==> src/rtl/mc_pkg.sv <==
// Shared definitions for the multicycle controller: state encodings, opcode/funct
// values and the ALU operation codes used by the datapath and ALU bench.
package mc_pkg;

    typedef enum logic [3:0] {
        FETCH   = 4'd0,
        DECODE  = 4'd1,
        MEMADR  = 4'd2,
        MEMRD   = 4'd3,
        MEMWB   = 4'd4,
        MEMWR   = 4'd5,
        EXECUTE = 4'd6,
        ALUWB   = 4'd7,
        BRANCH  = 4'd8,
        ADDIEX  = 4'd9,
        ADDIWB  = 4'd10,
        JUMP    = 4'd11
    } statetype;

    localparam logic [5:0] OP_RTYPE = 6'b000000;
    localparam logic [5:0] OP_LW    = 6'b100011;
    localparam logic [5:0] OP_SW    = 6'b101011;
    localparam logic [5:0] OP_BEQ   = 6'b000100;
    localparam logic [5:0] OP_ADDI  = 6'b001000;
    localparam logic [5:0] OP_J     = 6'b000010;

    localparam logic [5:0] FN_ADD = 6'b100000;
    localparam logic [5:0] FN_AND = 6'b100100;
    localparam logic [5:0] FN_NOT = 6'b100111;
    localparam logic [5:0] FN_SUB = 6'b100010;
    localparam logic [5:0] FN_SLT = 6'b101010;

    localparam logic [2:0] ALU_ADD = 3'b000;
    localparam logic [2:0] ALU_AND = 3'b001;
    localparam logic [2:0] ALU_NOT = 3'b010;
    localparam logic [2:0] ALU_SUB = 3'b011;
    localparam logic [2:0] ALU_SLT = 3'b101;

    function automatic logic is_mem_op(input logic [5:0] op);
        return (op == OP_LW) || (op == OP_SW);
    endfunction

endpackage

==> src/rtl/mc_if.sv <==
// Control/status bundle between the multicycle controller (master) and the
// shared-ALU datapath (slave).
interface mc_if;
    logic [5:0] op;
    logic [5:0] funct;
    logic       zero;
    logic       pcen;
    logic       irwrite;
    logic       iord;
    logic       memwrite;
    logic       regwrite;
    logic       regdst;
    logic       memtoreg;
    logic       alusrca;
    logic [1:0] alusrcb;
    logic [1:0] pcsrc;
    logic [2:0] alucontrol;
    logic [3:0] state_dbg;

    modport master (
        input  op, funct, zero,
        output pcen, irwrite, iord, memwrite, regwrite, regdst, memtoreg,
               alusrca, alusrcb, pcsrc, alucontrol, state_dbg
    );

    modport slave (
        output op, funct, zero,
        input  pcen, irwrite, iord, memwrite, regwrite, regdst, memtoreg,
               alusrca, alusrcb, pcsrc, alucontrol, state_dbg
    );
endinterface

==> src/rtl/mc_aludec.sv <==
// R-type funct decoder: maps funct to an ALU operation and flags unsupported codes.
module mc_aludec
    import mc_pkg::*;
(
    input  logic [5:0] funct_i,
    output logic [2:0] alucontrol_o,
    output logic       legal_o
);

    always_comb begin
        alucontrol_o = ALU_ADD;
        legal_o      = 1'b1;
        case (funct_i)
            FN_ADD:  alucontrol_o = ALU_ADD;
            FN_AND:  alucontrol_o = ALU_AND;
            FN_NOT:  alucontrol_o = ALU_NOT;
            FN_SUB:  alucontrol_o = ALU_SUB;
            FN_SLT:  alucontrol_o = ALU_SLT;
            default: legal_o      = 1'b0;
        endcase
    end

endmodule

==> src/rtl/mc_controller.sv <==
// Moore control FSM for the shared-ALU multicycle datapath; pcen is the only Mealy output.
// state | meaning: 0 FETCH | 1 DECODE | 2 MEMADR | 3 MEMRD | 4 MEMWB | 5 MEMWR
//                  6 EXECUTE | 7 ALUWB | 8 BRANCH | 9 ADDIEX | 10 ADDIWB | 11 JUMP
module mc_controller
    import mc_pkg::*;
(
    input  logic  clk,
    input  logic  reset,
    mc_if.master  bus
);

    localparam logic [3:0] S_FETCH   = FETCH;
    localparam logic [3:0] S_DECODE  = DECODE;
    localparam logic [3:0] S_MEMADR  = MEMADR;
    localparam logic [3:0] S_MEMRD   = MEMRD;
    localparam logic [3:0] S_MEMWB   = MEMWB;
    localparam logic [3:0] S_MEMWR   = MEMWR;
    localparam logic [3:0] S_EXECUTE = EXECUTE;
    localparam logic [3:0] S_ALUWB   = ALUWB;
    localparam logic [3:0] S_BRANCH  = BRANCH;
    localparam logic [3:0] S_ADDIEX  = ADDIEX;
    localparam logic [3:0] S_ADDIWB  = ADDIWB;
    localparam logic [3:0] S_JUMP    = JUMP;

    logic [3:0] state_q, state_d;
    logic       is_lw_q, is_lw_d;

    logic       pcwrite_c, branch_c;
    logic       irwrite_c, iord_c, memwrite_c, regwrite_c;
    logic       regdst_c, memtoreg_c, alusrca_c;
    logic [1:0] alusrcb_c, pcsrc_c;
    logic [2:0] alucontrol_c;

    logic [2:0] fn_alu;
    logic       fn_legal;

    mc_aludec u_aludec (
        .funct_i      (bus.funct),
        .alucontrol_o (fn_alu),
        .legal_o      (fn_legal)
    );

    always_ff @(posedge clk or posedge reset) begin
        if (reset) begin
            state_q <= S_FETCH;
            is_lw_q <= 1'b0;
        end else begin
            state_q <= state_d;
            is_lw_q <= is_lw_d;
        end
    end

    always_comb begin
        state_d      = S_FETCH;
        is_lw_d      = is_lw_q;
        pcwrite_c    = 1'b0;
        branch_c     = 1'b0;
        irwrite_c    = 1'b0;
        iord_c       = 1'b0;
        memwrite_c   = 1'b0;
        regwrite_c   = 1'b0;
        regdst_c     = 1'b0;
        memtoreg_c   = 1'b0;
        alusrca_c    = 1'b0;
        alusrcb_c    = 2'b00;
        pcsrc_c      = 2'b00;
        alucontrol_c = ALU_ADD;
        case (state_q)
            S_FETCH: begin
                alusrcb_c = 2'b01;
                irwrite_c = 1'b1;
                pcwrite_c = 1'b1;
                state_d   = S_DECODE;
            end
            S_DECODE: begin
                alusrcb_c = 2'b11;
                // op is only trusted here, so remember load-vs-store for MEMADR
                is_lw_d   = (bus.op == OP_LW);
                if (is_mem_op(bus.op)) begin
                    state_d = S_MEMADR;
                end else begin
                    case (bus.op)
                        OP_RTYPE: state_d = fn_legal ? S_EXECUTE : S_FETCH;
                        OP_BEQ:   state_d = S_BRANCH;
                        OP_ADDI:  state_d = S_ADDIEX;
                        OP_J:     state_d = S_JUMP;
                        default:  state_d = S_FETCH;
                    endcase
                end
            end
            S_MEMADR: begin
                alusrca_c = 1'b1;
                alusrcb_c = 2'b10;
                state_d   = is_lw_q ? S_MEMRD : S_MEMWR;
            end
            S_MEMRD: begin
                iord_c  = 1'b1;
                state_d = S_MEMWB;
            end
            S_MEMWB: begin
                memtoreg_c = 1'b1;
                regwrite_c = 1'b1;
            end
            S_MEMWR: begin
                iord_c     = 1'b1;
                memwrite_c = 1'b1;
            end
            S_EXECUTE: begin
                alusrca_c    = 1'b1;
                alucontrol_c = fn_alu;
                state_d      = S_ALUWB;
            end
            S_ALUWB: begin
                regdst_c   = 1'b1;
                regwrite_c = 1'b1;
            end
            S_BRANCH: begin
                alusrca_c    = 1'b1;
                alucontrol_c = ALU_SUB;
                pcsrc_c      = 2'b01;
                branch_c     = 1'b1;
            end
            S_ADDIEX: begin
                alusrca_c = 1'b1;
                alusrcb_c = 2'b10;
                state_d   = S_ADDIWB;
            end
            S_ADDIWB: begin
                regwrite_c = 1'b1;
            end
            S_JUMP: begin
                pcsrc_c   = 2'b10;
                pcwrite_c = 1'b1;
            end
            default: state_d = S_FETCH;
        endcase
    end

    // Reset gates the enables directly so a pending write dies in the cycle reset rises.
    assign bus.pcen       = ~reset & (pcwrite_c | (branch_c & bus.zero));
    assign bus.irwrite    = ~reset & irwrite_c;
    assign bus.memwrite   = ~reset & memwrite_c;
    assign bus.regwrite   = ~reset & regwrite_c;
    assign bus.iord       = iord_c;
    assign bus.regdst     = regdst_c;
    assign bus.memtoreg   = memtoreg_c;
    assign bus.alusrca    = alusrca_c;
    assign bus.alusrcb    = alusrcb_c;
    assign bus.pcsrc      = pcsrc_c;
    assign bus.alucontrol = alucontrol_c;
    assign bus.state_dbg  = state_q;

endmodule

==> src/flat_wrapper.sv <==
// flat-port wrapper written by rule: the top's interface ports become plain ports
module mc_controller_flat import mc_pkg::*;
  (clk, reset, bus_op, bus_funct, bus_zero, bus_pcen, bus_irwrite, bus_iord, bus_memwrite, bus_regwrite, bus_regdst, bus_memtoreg, bus_alusrca, bus_alusrcb, bus_pcsrc, bus_alucontrol, bus_state_dbg);
  mc_if bus_i ();
  input  logic clk;
  input  logic reset;
  input wire logic [$bits(bus_i.op)-1:0] bus_op;
  input wire logic [$bits(bus_i.funct)-1:0] bus_funct;
  input wire logic [$bits(bus_i.zero)-1:0] bus_zero;
  output wire logic [$bits(bus_i.pcen)-1:0] bus_pcen;
  output wire logic [$bits(bus_i.irwrite)-1:0] bus_irwrite;
  output wire logic [$bits(bus_i.iord)-1:0] bus_iord;
  output wire logic [$bits(bus_i.memwrite)-1:0] bus_memwrite;
  output wire logic [$bits(bus_i.regwrite)-1:0] bus_regwrite;
  output wire logic [$bits(bus_i.regdst)-1:0] bus_regdst;
  output wire logic [$bits(bus_i.memtoreg)-1:0] bus_memtoreg;
  output wire logic [$bits(bus_i.alusrca)-1:0] bus_alusrca;
  output wire logic [$bits(bus_i.alusrcb)-1:0] bus_alusrcb;
  output wire logic [$bits(bus_i.pcsrc)-1:0] bus_pcsrc;
  output wire logic [$bits(bus_i.alucontrol)-1:0] bus_alucontrol;
  output wire logic [$bits(bus_i.state_dbg)-1:0] bus_state_dbg;
  assign bus_i.op = bus_op;
  assign bus_i.funct = bus_funct;
  assign bus_i.zero = bus_zero;
  assign bus_pcen = bus_i.pcen;
  assign bus_irwrite = bus_i.irwrite;
  assign bus_iord = bus_i.iord;
  assign bus_memwrite = bus_i.memwrite;
  assign bus_regwrite = bus_i.regwrite;
  assign bus_regdst = bus_i.regdst;
  assign bus_memtoreg = bus_i.memtoreg;
  assign bus_alusrca = bus_i.alusrca;
  assign bus_alusrcb = bus_i.alusrcb;
  assign bus_pcsrc = bus_i.pcsrc;
  assign bus_alucontrol = bus_i.alucontrol;
  assign bus_state_dbg = bus_i.state_dbg;
  mc_controller u_core (.clk(clk), .reset(reset), .bus(bus_i));
endmodule
==> config.mk <==
export PLATFORM = sky130hd
export DESIGN_NAME = mc_controller_flat
export DESIGN_NICKNAME = d
export VERILOG_FILES = /design/src/rtl/mc_pkg.sv /design/src/rtl/mc_if.sv /design/src/rtl/mc_aludec.sv /design/src/rtl/mc_controller.sv /design/src/flat_wrapper.sv
export SDC_FILE = /design/constraint.sdc
export NUM_CORES = 1
export LEC_CHECK = 0
export BUFFER_PORTS_ARGS = -buffer_cell sky130_fd_sc_hd__clkbuf_2
export CORE_MARGIN = 1.5
export CORE_UTILIZATION = 30
export DETAILED_ROUTE_END_ITERATION = 16
export MAX_ROUTING_LAYER = met4
export PLACE_DENSITY = 0.66
export SLEW_MARGIN = 20
export SYNTH_ARGS = -nofsm -noshare
export SYNTH_HDL_FRONTEND = slang
export SYNTH_SLANG_ARGS = --single-unit
==> constraint.sdc <==
create_clock -name clk -period 1.5 [get_ports clk]
set_input_delay 0.15 -clock clk [delete_from_list [all_inputs] [get_ports clk]]
set_output_delay 0.15 -clock clk [all_outputs]
set_load 0.01 [all_outputs]
# ---- After elaboration in Yosys (flattened, before gate mapping)
# Index checks and enable logic that the tools add are counted.
dict set report word_totals {
  ff_bits 5
  latch_bits 0
  mem_bits_rw 0
  rom_bits 0
  output_inout_bits 19
  n_memories 0
}
dict set report op_classes {
  add_sub_neg 0
  mul 0
  div_mod_pow 0
  n_lt_le_gt_ge 0
  eq_ne 21
  shift 0
  n_mux 19
  n_bitwise 7
  reduce_logical 9
}
# cell count
set op_table {}
lappend op_table {{equality test 6 bit (second input constant)} 7}
lappend op_table {{one-hot mux 4 bit (6 select lines)} 1}
lappend op_table {{equality test 4 x 3 -> 1 bit (second input constant)} 4}
lappend op_table {{equality test 4 bit (second input constant)} 4}
lappend op_table {{one-hot mux 4 bit (4 select lines)} 1}
lappend op_table {{one-hot mux 3 bit (4 select lines)} 1}
lappend op_table {{2-to-1 mux 1 bit} 10}
lappend op_table {{equality test 4 x 2 -> 1 bit (second input constant)} 2}
lappend op_table {{equality test 6 x 2 -> 1 bit (second input constant)} 1}
lappend op_table {{equality test 6 x 3 -> 1 bit (second input constant)} 1}
lappend op_table {{equality test 6 x 4 -> 1 bit (second input constant)} 1}
lappend op_table {{logical NOT 6 bit} 1}
lappend op_table {{2-to-1 mux 3 bit} 2}
lappend op_table {{one-hot mux 2 bit (3 select lines)} 1}
lappend op_table {{one-hot mux 3 bit (2 select lines)} 1}
lappend op_table {{OR reduction 2 bit} 3}
lappend op_table {{AND 1 bit} 5}
lappend op_table {{OR reduction 5 bit} 1}
lappend op_table {{equality test 4 x 1 -> 1 bit (second input constant)} 1}
lappend op_table {{logical NOT 4 bit} 1}
lappend op_table {{2-to-1 mux 4 bit} 1}
lappend op_table {{one-hot mux 2 bit (2 select lines)} 1}
lappend op_table {{OR reduction 4 bit} 1}
lappend op_table {{OR reduction 3 bit} 1}
lappend op_table {{other kinds (3)} 3}

# ---- Logic depth before layout (Yosys ltp)
dict set report logic_depth {
  ltp_word 7
  ltp_mapped 5
  depth_no_buf 3
}

# ---- Hierarchy
# A second synthesis with hierarchy kept.
dict set report hier_totals {
  cells_unflattened 81
  hier_area_um2 598.1
}
# module instances cells_per_inst area_each_um2
set modules_own_cells {}
lappend modules_own_cells {mc_controller 1 69 505.5}
lappend modules_own_cells {mc_aludec 1 12 92.6}

# ---- Worst setup path before layout
# Ideal clock, no wire load.
dict set report synth_path {
  path_kind {register to output}
  from {register u_core.state_q[3], in the netlist u_core.bus.state_dbg[3]}
  to {output port bus_alucontrol[1]}
  arrival_ns 1.349
  required_ns 1.350
  setup_slack_ns 0.001
  stages_incl_launch_ff 4
  cell_sequence {dfrtp_1 > nand2b_1 > or4_1 > a21oi_1}
}
dict set report synth_between {
  elab_chain_len 2
}
# element line_no
set synth_rtl {}
lappend synth_rtl {{start, declared} mc_controller.sv:25} ;# logic [3:0] state_q, state_d;
lappend synth_rtl {{start signal, assigned} mc_controller.sv:48} ;# state_q <= state_d;
lappend synth_rtl {{equality test 4 bit / equality test 4 x 3 -> 1 bit (equally long branches)} mc_controller.sv:68} ;# case (state_q)
lappend synth_rtl {{one-hot mux 3 bit (2 select lines) (*)} mc_controller.sv:68}
lappend synth_rtl {{end, declared} flat_wrapper.sv:20} ;# output wire logic [$bits(bus_i.alucontrol)-1:0] bus_alucontrol;
# Mark *: on every way between the ends. The rest lies on a longest branch, timed or not.

# ---- Worst setup path after layout
# Ends and elaborated chain as after synthesis.

==> impl_metrics.csv <==
group,metric,value,unit
run_status,run_status,"complete, but fails checks",
run_status,failed_checks,"negative setup slack",
timing,finalHoldViolCount,0,
placed_design,buffer_ports.inserted,33,
routing,antenna_violating_nets_remaining,0,
power,p_seq_frac,0.168,
yosys,synth.cell_area,617,um^2
worst_setup_path,worstSetupStartpoint,"u_core.bus.state_dbg[3]$_DFF_PP0_",
timing,setup-violations-final,7,
finish,final_core_util,0.562,
timing,final.hold.worst_slack,0.198,ns
routing,route.detailed.drc,0,
worst_setup_path,reg2reg_from,"u_core.bus.state_dbg[3]$_DFF_PP0_",
timing,slew_headroom,0.796,
placed_design,place.gp.congestion,0.806,
finish,share_of_layout_cells_above_drive_strength_1,0.522,
clocking,ctsLongestPathBuffers,2,
finish,fin_cells,161,
yosys,yosysSeqAreaShare,0.203,
worst_setup_path,worst_ep_arrival_time,1.55,ns
min_path,holdCritPathClass,"in -> reg",
global_route,first_global_vias,758,
power,switching_share,0.407,
clocking,clkTransAtPathRegs,0.04,ns
yosys,syn_inst,82,
worst_setup_path,timing.critical_path.cells,"nand2b_4 > or4_1 > a21oi_1 > buf_2",
power,logic_gate_share_of_total_power,0.701,
routing,detailroute.via_count,828,
finish,number_of_fill_cells,200,
global_route,grt_pass1_wl,3250,um
yosys,synth_warnings,0,
clocking,clock_tree.root_cell,"sky130_fd_sc_hd__clkbuf_4",
floorplan,overall_die_area,0.00234,mm^2
timing,report.final.slew_viol_count,0,
worst_setup_path,crit_fanout,2,
floorplan,die_width,48.3,um
global_route,pin_count_of_the_biggest_net_entering_global_routing,13,
power,pwr_density_cell,1110,mW/mm^2
yosys,synth.lib_cells_used.distinct,37,
worst_setup_path,cp.buffers_inverters,1,
floorplan,rows,16,
timing,setup_total_negative_slack,-0.605,ns
floorplan,floorplan.core_area,0.00194,mm^2
power,clock_network_power_share,0.130,
timing,period_share,1.13,
routing,first_iter_violations,6,
global_route,remaining_global_route_overflow,0,
worst_setup_path,critical-path-max-stage-delay,0.50,ns
clocking,cts_buffers,3,
finish,final_cell_area,0.00109,mm^2
timing,timing.final.ws_setup,-0.196,ns
routing,wl_per_cell,14.1,um
clocking,tritoncts_clock_tree,"done",
timing,rsz0062_at_grt,"yes",
timing,clock-skew-final,0.00142,ns
worst_setup_path,worst_path_max_delay_cell,"sky130_fd_sc_hd__or4_1",
routing,dr.pass1.iters,4,
timing,worst-slew-pin-transition,0.304,ns
timing,timing.final.crit_period,1.70,ns
clocking,clk_latency,0.24,ns
worst_setup_path,worst_path_dominant_cell_family,"simple AND/OR/NAND/NOR gates",
yosys,post-synth-top-area-cell,"sky130_fd_sc_hd__dfrtp_1",
placed_design,post_dp_cell_area,861,um^2
routing,total_detailed_routing_wirelength,2270,um
yosys,synth.ff_latch_count,5,
timing,clock.fmax,0.590,GHz
power,internal-power,0.717,mW
clocking,h-tree-depth,1,
global_route,grt.total_usage,0.178,
min_path,min_from,"bus_op[3]",
floorplan,ioPinCount,34,
floorplan,floorplan.die.height,48.3,um
worst_setup_path,startpoint_type_of_the_worst_setup_path,"register",
power,net-switching-power,0.491,mW
finish,insertedDiodeCount,0,
worst_setup_path,cp-end-kind,"output port",
yosys,ys_top_cells_by_area,"sky130_fd_sc_hd__dfrtp_1, sky130_fd_sc_hd__nand2b_1, sky130_fd_sc_hd__xor2_1",
floorplan,initial_core_utilization,0.318,
finish,final_common_cell,"sky130_fd_sc_hd__clkbuf_2",
flow_run,cap_viol_max_count,0,
worst_setup_path,worst_path_required_time,1.35,ns
placed_design,detailedPlacementHpwl,1450,um
worst_setup_path,critical_path_class,"reg -> out",
placed_design,place.detailed.instances,146,
global_route,antenna_violations_before_repair,0,
routing,vias_per_cell,5.14,
yosys,synth_nets,97,
power,post-layout-total-power,1.21,mW
yosys,area_share_of_the_largest_cell_type_after_synthesis,0.203,
finish,most-common-layout-cells,"sky130_fd_sc_hd__clkbuf_2, sky130_fd_sc_hd__buf_4, sky130_fd_sc_hd__buf_2",
power,power_leakage,0.503,nW
finish,layout-area-overhead-vs-synth,76.9,%
finish,post_layout_net_count,150,
clocking,total_clock_sinks,5,
yosys,syn_area_per_cell,7.52,um^2
placed_design,post_placement_setup_slack,0.0564,ns
power,ir_worst_vdd,461,uV
==> layer usage <==
metal | share of wire | GRT usage
met5 | 0 | -
met4 | 0.020 | 0.0857
met3 | 0.034 | 0.0123
met2 | 0.54 | 0.326
met1 | 0.41 | 0.196
==> registers in the layout (all words and copies together) (netlist names) <==
register	cells
u_core.bus.state_dbg	4
u_core.is_lw_q	1
==> final timing paths <==
check                      slack [ns]                                 to  depth (start not counted)
max in group asynchronous        0.84  u_core.bus.state_dbg[2]$_DFF_PP0_                          3
setup / recovery                -0.20                  bus_alucontrol[1]                          4
min in group asynchronous        0.44         u_core.is_lw_q$_DFFE_PP0P_                          3
hold reg to reg                  0.56         u_core.is_lw_q$_DFFE_PP0P_                          2
setup reg to reg                    0  u_core.bus.state_dbg[1]$_DFF_PP0_                          6
hold / removal                   0.20         u_core.is_lw_q$_DFFE_PP0P_                          2
==> area by class of cell <==
cell class	count	area, um^2	share of cell area
multi-input cells	68	536	0.491
repair buffers	53	353	0.323
flip-flops and latches	5	128	0.117
well taps	27	33.8	0.0310
clock buffers	4	26.3	0.0241
inverters	4	15.0	0.0138
==> cells in the mapped netlist <==
cell	instances
sky130_fd_sc_hd__nand4b_1	1
sky130_fd_sc_hd__nor3_1	6
sky130_fd_sc_hd__o21a_1	2
sky130_fd_sc_hd__a211oi_1	2
sky130_fd_sc_hd__mux2_2	1
sky130_fd_sc_hd__nor4b_2	1
sky130_fd_sc_hd__o21ai_1	2
sky130_fd_sc_hd__a211o_1	1
sky130_fd_sc_hd__inv_2	1
sky130_fd_sc_hd__o211ai_1	2
sky130_fd_sc_hd__nand4_1	3
sky130_fd_sc_hd__inv_1	3
sky130_fd_sc_hd__and3b_1	1
sky130_fd_sc_hd__buf_2	3
sky130_fd_sc_hd__clkbuf_1	2
sky130_fd_sc_hd__nor4b_1	1
sky130_fd_sc_hd__o32ai_1	1
sky130_fd_sc_hd__nor2b_1	4
sky130_fd_sc_hd__and4_1	1
sky130_fd_sc_hd__dfrtp_1	5
sky130_fd_sc_hd__a221oi_1	1
sky130_fd_sc_hd__nand4bb_1	1
sky130_fd_sc_hd__nand3b_1	1
sky130_fd_sc_hd__nand3_1	1
sky130_fd_sc_hd__and3_1	1
sky130_fd_sc_hd__o32a_1	1
sky130_fd_sc_hd__nor2_1	6
sky130_fd_sc_hd__o21ai_0	1
sky130_fd_sc_hd__nand2_1	4
sky130_fd_sc_hd__nor3b_1	3
sky130_fd_sc_hd__or4_1	1
sky130_fd_sc_hd__a21oi_1	4
sky130_fd_sc_hd__or3b_1	1
sky130_fd_sc_hd__xor2_1	4
sky130_fd_sc_hd__nand2b_1	6
sky130_fd_sc_hd__and2_1	1
sky130_fd_sc_hd__o2111ai_1	2
==> power by group through the flow <==
stage / sequential [mW] / combinational, mW / clock [mW]
after floorplan: 0.195 / 0.330 / 0
after global routing: 0.209 / 0.904 / 0.171
after detailed placement: 0.191 / 0.584 / 0
after global placement: 0.192 / 0.575 / 0
final: 0.203 / 0.848 / 0.157
after CTS: 0.189 / 0.647 / 0.161
==> repair_timing <==
item | 4_1_cts | 5_1_grt
endpoints found under the hold margin | 5 | 0
setup endpoints to repair | 10 | 13
buffers inserted | 2 | 8
hold buffers | 1 | 0
pin swaps | 2 | 8
resized for setup | 8 | 21
==> kinds of logic after synthesis <==
group,after synthesis,share of synthesized area
compound gates,19,0.217
flops,5,0.203
buf+inv,9,0.0608
xor+xnor,4,0.0568
mux,1,0.0183
simple gates,44,0.444
Power figures use the tool's default switching activity.
